<file path="src/rtl/alu_pkg.sv">
// Shared opcode map, FSM state encoding and flag bit positions for alu_iter.
package alu_pkg;

    localparam logic [3:0] OP_ADD  = 4'b0000;
    localparam logic [3:0] OP_SUB  = 4'b0001;
    localparam logic [3:0] OP_MUL  = 4'b0010;
    localparam logic [3:0] OP_DIV  = 4'b0011;
    localparam logic [3:0] OP_SHL1 = 4'b0100;
    localparam logic [3:0] OP_SHR1 = 4'b0101;
    localparam logic [3:0] OP_ROL1 = 4'b0110;
    localparam logic [3:0] OP_ROR1 = 4'b0111;
    localparam logic [3:0] OP_AND  = 4'b1000;
    localparam logic [3:0] OP_OR   = 4'b1001;
    localparam logic [3:0] OP_XOR  = 4'b1010;
    localparam logic [3:0] OP_NOR  = 4'b1011;
    localparam logic [3:0] OP_NAND = 4'b1100;
    localparam logic [3:0] OP_XNOR = 4'b1101;

    typedef enum logic [1:0] {
        IDLE = 2'd0,
        MUL  = 2'd1,
        DIV  = 2'd2,
        DONE = 2'd3
    } state_t;

    localparam int unsigned FLAG_CARRY = 0;
    localparam int unsigned FLAG_ZERO  = 1;
    localparam int unsigned FLAG_DBZ   = 2;
    localparam int unsigned FLAG_W     = 3;

endpackage

</file>
<file path="src/rtl/alu_muldiv_iter.sv">
// One-bit-per-cycle shift-add multiplier and restoring divider with its own
// iteration counter; o_result/o_carry show the value after the current step.
module alu_muldiv_iter #(
    parameter int unsigned WIDTH = 8
) (
    input  logic             clk,
    input  logic             rst,
    input  logic             i_start,
    input  logic             i_mode,
    input  logic [WIDTH-1:0] i_a,
    input  logic [WIDTH-1:0] i_b,
    output logic             o_last,
    output logic [WIDTH-1:0] o_result,
    output logic             o_carry
);

    localparam int unsigned CW = $clog2(WIDTH + 1);

    logic [CW-1:0]    r_cnt;
    logic             r_mode;
    logic [WIDTH-1:0] r_hi;
    logic [WIDTH-1:0] r_lo;
    logic [WIDTH-1:0] r_b;

    logic [WIDTH:0]   w_sum;
    logic [WIDTH:0]   w_shift;
    logic [WIDTH:0]   w_diff;
    logic [WIDTH-1:0] w_hi_nxt;
    logic [WIDTH-1:0] w_lo_nxt;

    // Multiply: {hi,lo} is the product register, multiplier consumed from lo[0].
    // Divide: hi is the partial remainder, lo shifts dividend out and quotient in.
    always_comb begin
        w_sum   = {1'b0, r_hi} + (r_lo[0] ? {1'b0, r_b} : '0);
        w_shift = {r_hi, r_lo[WIDTH-1]};
        w_diff  = w_shift - {1'b0, r_b};
        if (r_mode) begin
            if (!w_diff[WIDTH]) begin
                w_hi_nxt = w_diff[WIDTH-1:0];
                w_lo_nxt = {r_lo[WIDTH-2:0], 1'b1};
            end else begin
                w_hi_nxt = w_shift[WIDTH-1:0];
                w_lo_nxt = {r_lo[WIDTH-2:0], 1'b0};
            end
        end else begin
            w_hi_nxt = w_sum[WIDTH:1];
            w_lo_nxt = {w_sum[0], r_lo[WIDTH-1:1]};
        end
    end

    assign o_last   = (r_cnt == CW'(1));
    assign o_result = w_lo_nxt;
    assign o_carry  = !r_mode && (|w_hi_nxt);

    always_ff @(posedge clk) begin
        if (rst) begin
            r_cnt  <= '0;
            r_mode <= 1'b0;
            r_hi   <= '0;
            r_lo   <= '0;
            r_b    <= '0;
        end else if (i_start) begin
            r_cnt  <= CW'(WIDTH);
            r_mode <= i_mode;
            r_hi   <= '0;
            r_lo   <= i_a;
            r_b    <= i_b;
        end else if (r_cnt != '0) begin
            r_cnt  <= r_cnt - CW'(1);
            r_hi   <= w_hi_nxt;
            r_lo   <= w_lo_nxt;
        end
    end

endmodule

</file>
<file path="src/rtl/alu_iter.sv">
// Handshaked ALU: single-cycle ops plus optional iterative MUL/DIV.
// Iterative MUL/DIV is built only when ALU_ITER_MULDIV_EN is defined.
module alu_iter
    import alu_pkg::*;
#(
    parameter int unsigned WIDTH = 8
) (
    input  logic             clk,
    input  logic             rst,
    input  logic             in_valid,
    output logic             in_ready,
    input  logic [WIDTH-1:0] a,
    input  logic [WIDTH-1:0] b,
    input  logic [3:0]       op,
    output logic             out_valid,
    input  logic             out_ready,
    output logic [WIDTH-1:0] result,
    output logic             carry,
    output logic             zero,
    output logic             dbz,
    output logic             busy
);

    state_t r_state;
    state_t w_next_state;
    state_t w_issue_state;

    logic [WIDTH-1:0]  r_result;
    logic [FLAG_W-1:0] r_flags;

    logic             w_accept;
    logic [WIDTH:0]   w_add;
    logic [WIDTH:0]   w_sub;
    logic [WIDTH-1:0] w_single_res;
    logic             w_single_carry;
    logic             w_single_dbz;
    logic             w_load_single;
    logic             w_load_iter;
    logic             w_iter_last;
    logic [WIDTH-1:0] w_iter_res;
    logic             w_iter_carry;

    assign w_accept = in_valid && in_ready;

    always_comb begin
        w_add          = {1'b0, a} + {1'b0, b};
        w_sub          = {1'b0, a} - {1'b0, b};
        w_single_res   = w_add[WIDTH-1:0];
        w_single_carry = w_add[WIDTH];
        w_single_dbz   = 1'b0;
        case (op)
            OP_SUB:  begin w_single_res = w_sub[WIDTH-1:0]; w_single_carry = w_sub[WIDTH]; end
            OP_MUL:  begin w_single_res = '0; w_single_carry = 1'b0; end
`ifdef ALU_ITER_MULDIV_EN
            OP_DIV:  begin w_single_res = '1; w_single_carry = 1'b0; w_single_dbz = (b == '0); end
`else
            OP_DIV:  begin w_single_res = '0; w_single_carry = 1'b0; end
`endif
            OP_SHL1: begin w_single_res = {a[WIDTH-2:0], 1'b0}; w_single_carry = a[WIDTH-1]; end
            OP_SHR1: begin w_single_res = {1'b0, a[WIDTH-1:1]}; w_single_carry = a[0]; end
            OP_ROL1: begin w_single_res = {a[WIDTH-2:0], a[WIDTH-1]}; w_single_carry = 1'b0; end
            OP_ROR1: begin w_single_res = {a[0], a[WIDTH-1:1]}; w_single_carry = 1'b0; end
            OP_AND:  begin w_single_res = a & b; w_single_carry = 1'b0; end
            OP_OR:   begin w_single_res = a | b; w_single_carry = 1'b0; end
            OP_XOR:  begin w_single_res = a ^ b; w_single_carry = 1'b0; end
            OP_NOR:  begin w_single_res = ~(a | b); w_single_carry = 1'b0; end
            OP_NAND: begin w_single_res = ~(a & b); w_single_carry = 1'b0; end
            OP_XNOR: begin w_single_res = ~(a ^ b); w_single_carry = 1'b0; end
            default: ;
        endcase
    end

`ifdef ALU_ITER_MULDIV_EN
    always_comb begin
        w_issue_state = DONE;
        if (op == OP_MUL)
            w_issue_state = MUL;
        else if (op == OP_DIV && b != '0)
            w_issue_state = DIV;
    end

    alu_muldiv_iter #(
        .WIDTH (WIDTH)
    ) u_muldiv (
        .clk      (clk),
        .rst      (rst),
        .i_start  (w_accept && (w_issue_state != DONE)),
        .i_mode   (w_issue_state == DIV),
        .i_a      (a),
        .i_b      (b),
        .o_last   (w_iter_last),
        .o_result (w_iter_res),
        .o_carry  (w_iter_carry)
    );
`else
    assign w_issue_state = DONE;
    assign w_iter_last   = 1'b0;
    assign w_iter_res    = '0;
    assign w_iter_carry  = 1'b0;
`endif

    always_ff @(posedge clk) begin
        if (rst)
            r_state <= IDLE;
        else
            r_state <= w_next_state;
    end

    // DONE with out_ready doubles as an issue slot so single-cycle ops stream back-to-back.
    always_comb begin
        w_next_state = r_state;
        case (r_state)
            IDLE:     if (w_accept) w_next_state = w_issue_state;
            MUL, DIV: if (w_iter_last) w_next_state = DONE;
            DONE:     if (out_ready) w_next_state = w_accept ? w_issue_state : IDLE;
            default:  w_next_state = IDLE;
        endcase
    end

    always_comb begin
        in_ready  = !rst && ((r_state == IDLE) || ((r_state == DONE) && out_ready));
        out_valid = (r_state == DONE);
        busy      = (r_state != IDLE);
    end

    assign w_load_single = w_accept && (w_issue_state == DONE);
    assign w_load_iter   = ((r_state == MUL) || (r_state == DIV)) && w_iter_last;

    always_ff @(posedge clk) begin
        if (rst) begin
            r_result <= '0;
            r_flags  <= '0;
        end else if (w_load_single) begin
            r_result             <= w_single_res;
            r_flags[FLAG_CARRY]  <= w_single_carry;
            r_flags[FLAG_ZERO]   <= (w_single_res == '0);
            r_flags[FLAG_DBZ]    <= w_single_dbz;
        end else if (w_load_iter) begin
            r_result             <= w_iter_res;
            r_flags[FLAG_CARRY]  <= w_iter_carry;
            r_flags[FLAG_ZERO]   <= (w_iter_res == '0);
            r_flags[FLAG_DBZ]    <= 1'b0;
        end
    end

    assign result = r_result;
    assign carry  = r_flags[FLAG_CARRY];
    assign zero   = r_flags[FLAG_ZERO];
    assign dbz    = r_flags[FLAG_DBZ];

endmodule

</file>
<file path="config.mk">
export PLATFORM = sky130hd
export DESIGN_NAME = alu_iter
export DESIGN_NICKNAME = d
export VERILOG_FILES = /design/src/rtl/alu_pkg.sv /design/src/rtl/alu_muldiv_iter.sv /design/src/rtl/alu_iter.sv
export SDC_FILE = /design/constraint.sdc
export NUM_CORES = 1
export LEC_CHECK = 0
export ABC_CLOCK_PERIOD_IN_PS = 2500
export BUFFER_PORTS_ARGS = -buffer_cell sky130_fd_sc_hd__buf_2
export CORE_ASPECT_RATIO = 0.7
export CORE_UTILIZATION = 40
export DETAILED_ROUTE_END_ITERATION = 7
export PLACE_DENSITY_LB_ADDON = 0.12
export RECOVER_POWER = 100
export SYNTH_ARGS = -nofsm -noshare
export SYNTH_HDL_FRONTEND = slang
export SYNTH_SLANG_ARGS = --single-unit
export TNS_END_PERCENT = 10
</file>
<file path="constraint.sdc">
create_clock -name clk -period 2.5 [get_ports clk]
set_clock_uncertainty 0.15 [all_clocks]
set_input_delay 0.5 -clock clk [delete_from_list [all_inputs] [get_ports clk]]
set_output_delay 0.5 -clock clk [all_outputs]
set_load 0.005 [all_outputs]
</file>
* Word level (Yosys, flattened, before mapping)
Index checks and enable logic that the tools add are counted.
** Cells by class
- Reduce and logical (&&, ||, !) cells :: 12
- Muxes and demuxes :: 6
- Add/sub/neg operators :: 2
- Equality and inequality tests :: 18
- Bitwise logic cells :: 7
** Operator list (count)
- $pmux 8 s12 :: 1
- $eq 4x4->1 const B :: 6
- $not 8->8 :: 3
- $eq 4x3->1 const B :: 4
- $reduce_or 10->1 :: 1
- $add 8x8->9 :: 1
- $sub 8x8->9 :: 1
- $and 8x8->8 :: 1
- $eq 4x2->1 const B :: 2
- $logic_not 8->1 :: 1
- $or 8x8->8 :: 1
- $xor 8x8->8 :: 1
- $mux 2 :: 3
- $eq 2x2->1 const B :: 2
- $eq 4x1->1 const B :: 1
- $pmux 1 s4 :: 1
- $pmux 2 s2 :: 1
- $reduce_or 2->1 :: 2
- $logic_and 1x1->1 :: 3
- $reduce_and 3->1 :: 1
- $eq 2x1->1 const B :: 1
- $logic_not 2->1 :: 1
- $ne 2x1->1 const B :: 1
- $ne 2x2->1 const B :: 1
- 4 further kinds :: 4
** Word-level totals
- Word-level logic and storage cells :: 48
- Flip-flop bits (word level) :: 12
- Output and inout bits :: 14
- Input bits :: 24

* Logic depth before layout (Yosys ltp)
- Word-level depth :: 8
- Gate-level depth with buffers :: 11
- Gate-level depth less buffers :: 11

* Worst setup path after synthesis
No wires, ideal clock.
- Path kind :: input to register
- From :: in b[1]
- To :: reg r_flags[1]
- Arrival :: 2.431 ns
- Setup slack :: -0.177 ns
- Stages :: 9
- Required time :: 2.254 ns
- Setup time :: 0.096 ns
- Cells stage by stage :: inv_1 ha_1 a21oi_2 o22ai_2 or4_1 o21ai_0 o31ai_1 or4_4 o41ai_2
** On the way
- Longest elaborated chain between the ends :: 4
** Ends and longest elaborated chain
- start, declared :: line alu_iter.sv:13 : input logic [WIDTH-1:0] b,
- parallel branches: the longest is 2 deep, another holds $add 8x8->9
- $pmux 8 s12 (*) :: line alu_iter.sv:51 : case (op)
- $logic_not 8->1 (*) :: line alu_iter.sv:136 : r_flags[FLAG_ZERO] <= (w_single_res == '0);
- end signal, assigned by index :: line alu_iter.sv:135 : r_flags[FLAG_CARRY] <= w_single_carry;
- end signal, assigned by index :: line alu_iter.sv:136
- end signal, assigned by index :: line alu_iter.sv:137 : r_flags[FLAG_DBZ] <= w_single_dbz;
- end, declared :: line alu_iter.sv:29 : logic [FLAG_W-1:0] r_flags;
Every way passes the cells marked *.
A chain may end at the register's enable or synchronous reset.

* Worst setup path after layout
- From :: in a[0]
- To :: reg r_flags[1]
** On the way
- Longest elaborated chain between the ends :: 4
** Ends and longest elaborated chain
- start, declared :: line alu_iter.sv:12 : input logic [WIDTH-1:0] a,
- parallel branches: the longest is 2 deep, another holds $add 8x8->9
- $pmux 8 s12 (*) :: line alu_iter.sv:51
- $logic_not 8->1 (*) :: line alu_iter.sv:136
Marks and branches as above.

==> impl_metrics.py <==
metrics = {
    "floorplan": {
        "initial_utilization": 0.428,
        "die_w_um": 88.9,
        "io_pins": 38,
        "dieHeight_um": 62.8,
        "core_area_um2": 4940,
        "die-area_um2": 5590,
        "rows": 21,
    },
    "hold_path": {
        "min_path_cells": 2,
        "min_path_type": "reg -> reg",
    },
    "sta": {
        "tightest_slew_ps": 602,
        "layout_min_cycle_time_ps": 2590,
        "drv_slew": 0,
        "hold_viol_final": 0,
        "finalCritPeriodShare": 1.04,
        "setup_viol": 2,
        "fmax_mhz": 386,
        "rsz0062_at_grt": "true",
        "tns_ps": -146,
        "setup_ws_ps": -93.2,
        "max-slew-margin-rel": 0.597,
    },
    "logic_synthesis": {
        "netlist_instances": 281,
        "synthMuxAreaShare": 0.0154,
        "avgSynthCellArea_um2": 7.53,
        "synth_xor_area_frac": 0.0414,
        "synthesis.nets": 331,
        "synthTopCellsByCount": "24 x ha_1, 21 x inv_1, 18 x nor2_1",
        "synth-adder-area-share": 0.161,
        "ys.flop_type": "dfxtp_1",
        "synth_top_area_cell": "ha_1",
        "synthTopCellsByArea": "ha_1 14%, dfxtp_1 10%, inv_1 3.7%",
        "synthesis.area_um2": 2110,
        "synth.top_cell.area_share": 0.142,
        "synth_edf_count": 0,
        "yosys_register_bits": 11,
        "synth_compound_area_frac": 0.356,
        "yosysUniqueCellTypes": 75,
        "synth-simple-area-share": 0.221,
        "synth_top_family_by_area": "compound AO/OA/AOI/OAI gates",
        "yosys_warnings": 0,
        "yosysMostFrequentCell": "ha_1",
        "yosysSeqAreaShare": 0.104,
        "async_flop_share": 0,
    },
    "global_route": {
        "grt_pass1_vias": 2502,
        "grt_usage": 0.288,
        "grt_max_degree": 17,
        "grt_overflow": 0,
        "antenna_found_initial": 0,
        "grt_pass1_wl_um": 12400,
    },
    "placement": {
        "io_buffers": 36,
        "dp.cells": 460,
        "place_ws_ps": -480,
        "gp_congestion": 1.01,
        "hpwl_um": 5970,
    },
    "final_layout": {
        "areaGrowthSynthToFinish_pct": 55.7,
        "final_cells": 472,
        "drive_gt1_frac": 0.467,
        "nFillCells": 449,
        "insertedDiodeCount": 0,
        "finalNetCount": 454,
    },
    "clock_network": {
        "clk_latency_ps": 240,
        "clock_path_buffers": 2,
        "cts-root-buf": "clkbuf_8",
        "cts_tree": "built",
        "htree_levels": 1,
        "cts_buffers": 3,
        "numClockSinks": 11,
        "cts.clk_slew.worst_paths_ps": 60,
    },
    "worst_setup_path": {
        "worst-path-stages": 13,
        "cpPeakStageDelay_ps": 350,
        "critical_path_class": "in -> reg",
        "critPathCaptureType": "register",
        "cp.arrival_ps": 2590,
        "slowest_stage": "fa_2",
        "start_kind": "primary input",
        "worst-path-buf-inv": 4,
        "worst-endpoint-required_ps": 2490,
        "cp_max_fo": 3,
        "cp_top_family": "compound AO/OA/AOI/OAI gates",
        "cp_cell_sequence": "buf_8 > inv_6 > ha_4 > inv_2 > fa_2 > buf_6 > xor2_1 > o32a_1 > o221ai_2 > a211oi_2 > nor3b_2 > o211ai_1 > o41ai_2",
        "reg2reg_depth": 7,
    },
    "power": {
        "power_density_nw_per_um2": 316,
        "p_total_w": 0.00104,
        "peakVddDrop_mv": 0.226,
        "power_leakage_nw": 1.53,
    },
    "routing": {
        "vias": 2598,
        "initialDrtViolationCount": 186,
        "ant_nets": 0,
        "vias_per_cell": 5.50,
        "drc": 0,
        "routedWlPerCell_um": 16.1,
        "dr.pass1.iters": 6,
        "wl_um": 7600,
    },
    "run_status": {
        "outcome": "complete, but fails checks",
        "violations": "setup timing",
    },
    "run": {
        "cap_violations": 0,
    },
}
worst register-to-register path, cell delays in order (launching register included):
cell      delay [ps]
dfxtp_1          320
nor2b_1          140
nor2_1           160
nand2_1          120
a211o_1          310
nor3b_2          200
o211ai_1         160
o41ai_2          240
layout make-up:
cell class                 instances  area (um2)  share of cell area
clock buffer                       3        41.3              0.0125
multi-input combinational        225        1870               0.567
timing repair buffer             138         970               0.295
inverter                          25         101              0.0308
clock inverter                     1        5.00             0.00152
tap                               69        86.3              0.0262
sequential                        11         220              0.0669
cells in the final DEF, fill, tap and decap left out, types with 3 or more instances in the layout:
cell      count
buf_4       100
nand2b_1      4
xor2_1        3
inv_2         7
ha_1         17
o211ai_1      5
o21bai_1      3
a31oi_1       7
buf_2        28
a211oi_2      3
o21ai_0       9
nor2_1       18
clkbuf_8      3
o31ai_1       4
nand2_1      13
nor3_1        6
nand3_1       6
o21ai_1       3
a21oi_2       4
a21oi_1      11
inv_1        16
clkbuf_1      4
a21o_1        3
nand3b_1      6
xnor2_1       7
nor2b_1       9
o22ai_1       3
dfxtp_1      11
and3_1        5
ha_4          5
path summary, 6_finish.rpt:
kind / from / slack, ps / endpoint
hold / removal: r_flags[0] / 310 / r_flags[0]
hold reg to reg: r_flags[0] / 310 / r_flags[0]
setup reg to reg: r_state[0] / 610 / r_flags[1]
setup / recovery: a[0] / -90 / r_flags[1]
state kept, by name, indices dropped and copies added (netlist names):
register	flops
r_flags	2
result	8
r_state	1
layer usage:
metal,wire length [um],GRT usage,vias to the layer above
li1,-,-,1286
met1,3720,0.434,1219
met2,3320,0.438,87
met3,504,0.0343,6
met4,65,0.0423,0
met5,0,0,-
power by group:
group	total [W]	switching, W	internal (W)
clock network	0.000187	0.0000769	0.000110
logic	0.000656	0.000322	0.000335
registers	0.000198	0.00000768	0.000191
total	0.00104	0.000406	0.000635
stage by stage:
| stage | area, um2 | hold slack, ps | util |
|---|---|---|---|
| 6_report | 3290 | 311 | 0.666 |
| 4_1_cts | 3210 | 312 | 0.650 |
| 3_5_place_dp | 3000 | 305 | 0.608 |
| 5_1_grt | 3290 | 339 | 0.666 |
| 3_3_place_gp | 3000 | 292 | 0.608 |
| 2_1_floorplan | 2140 | 303 | - |
cell families after synthesis:
family          count (synthesis)
mux                             3
fa+ha+maj                      26
compound gates                100
flops                          11
other cells                     1
buf+inv                        45
simple gates                   85
xor+xnor                       10
what timing repair did:
item                                    CTS  global route
pin swaps                                13            16
gates cloned                              0             0
endpoints found under the setup margin    5             6
resized for setup                        30            17
setup buffers                             5             3
hold buffers                              0             0
Note: power is estimated with default switching activity, not from simulation.
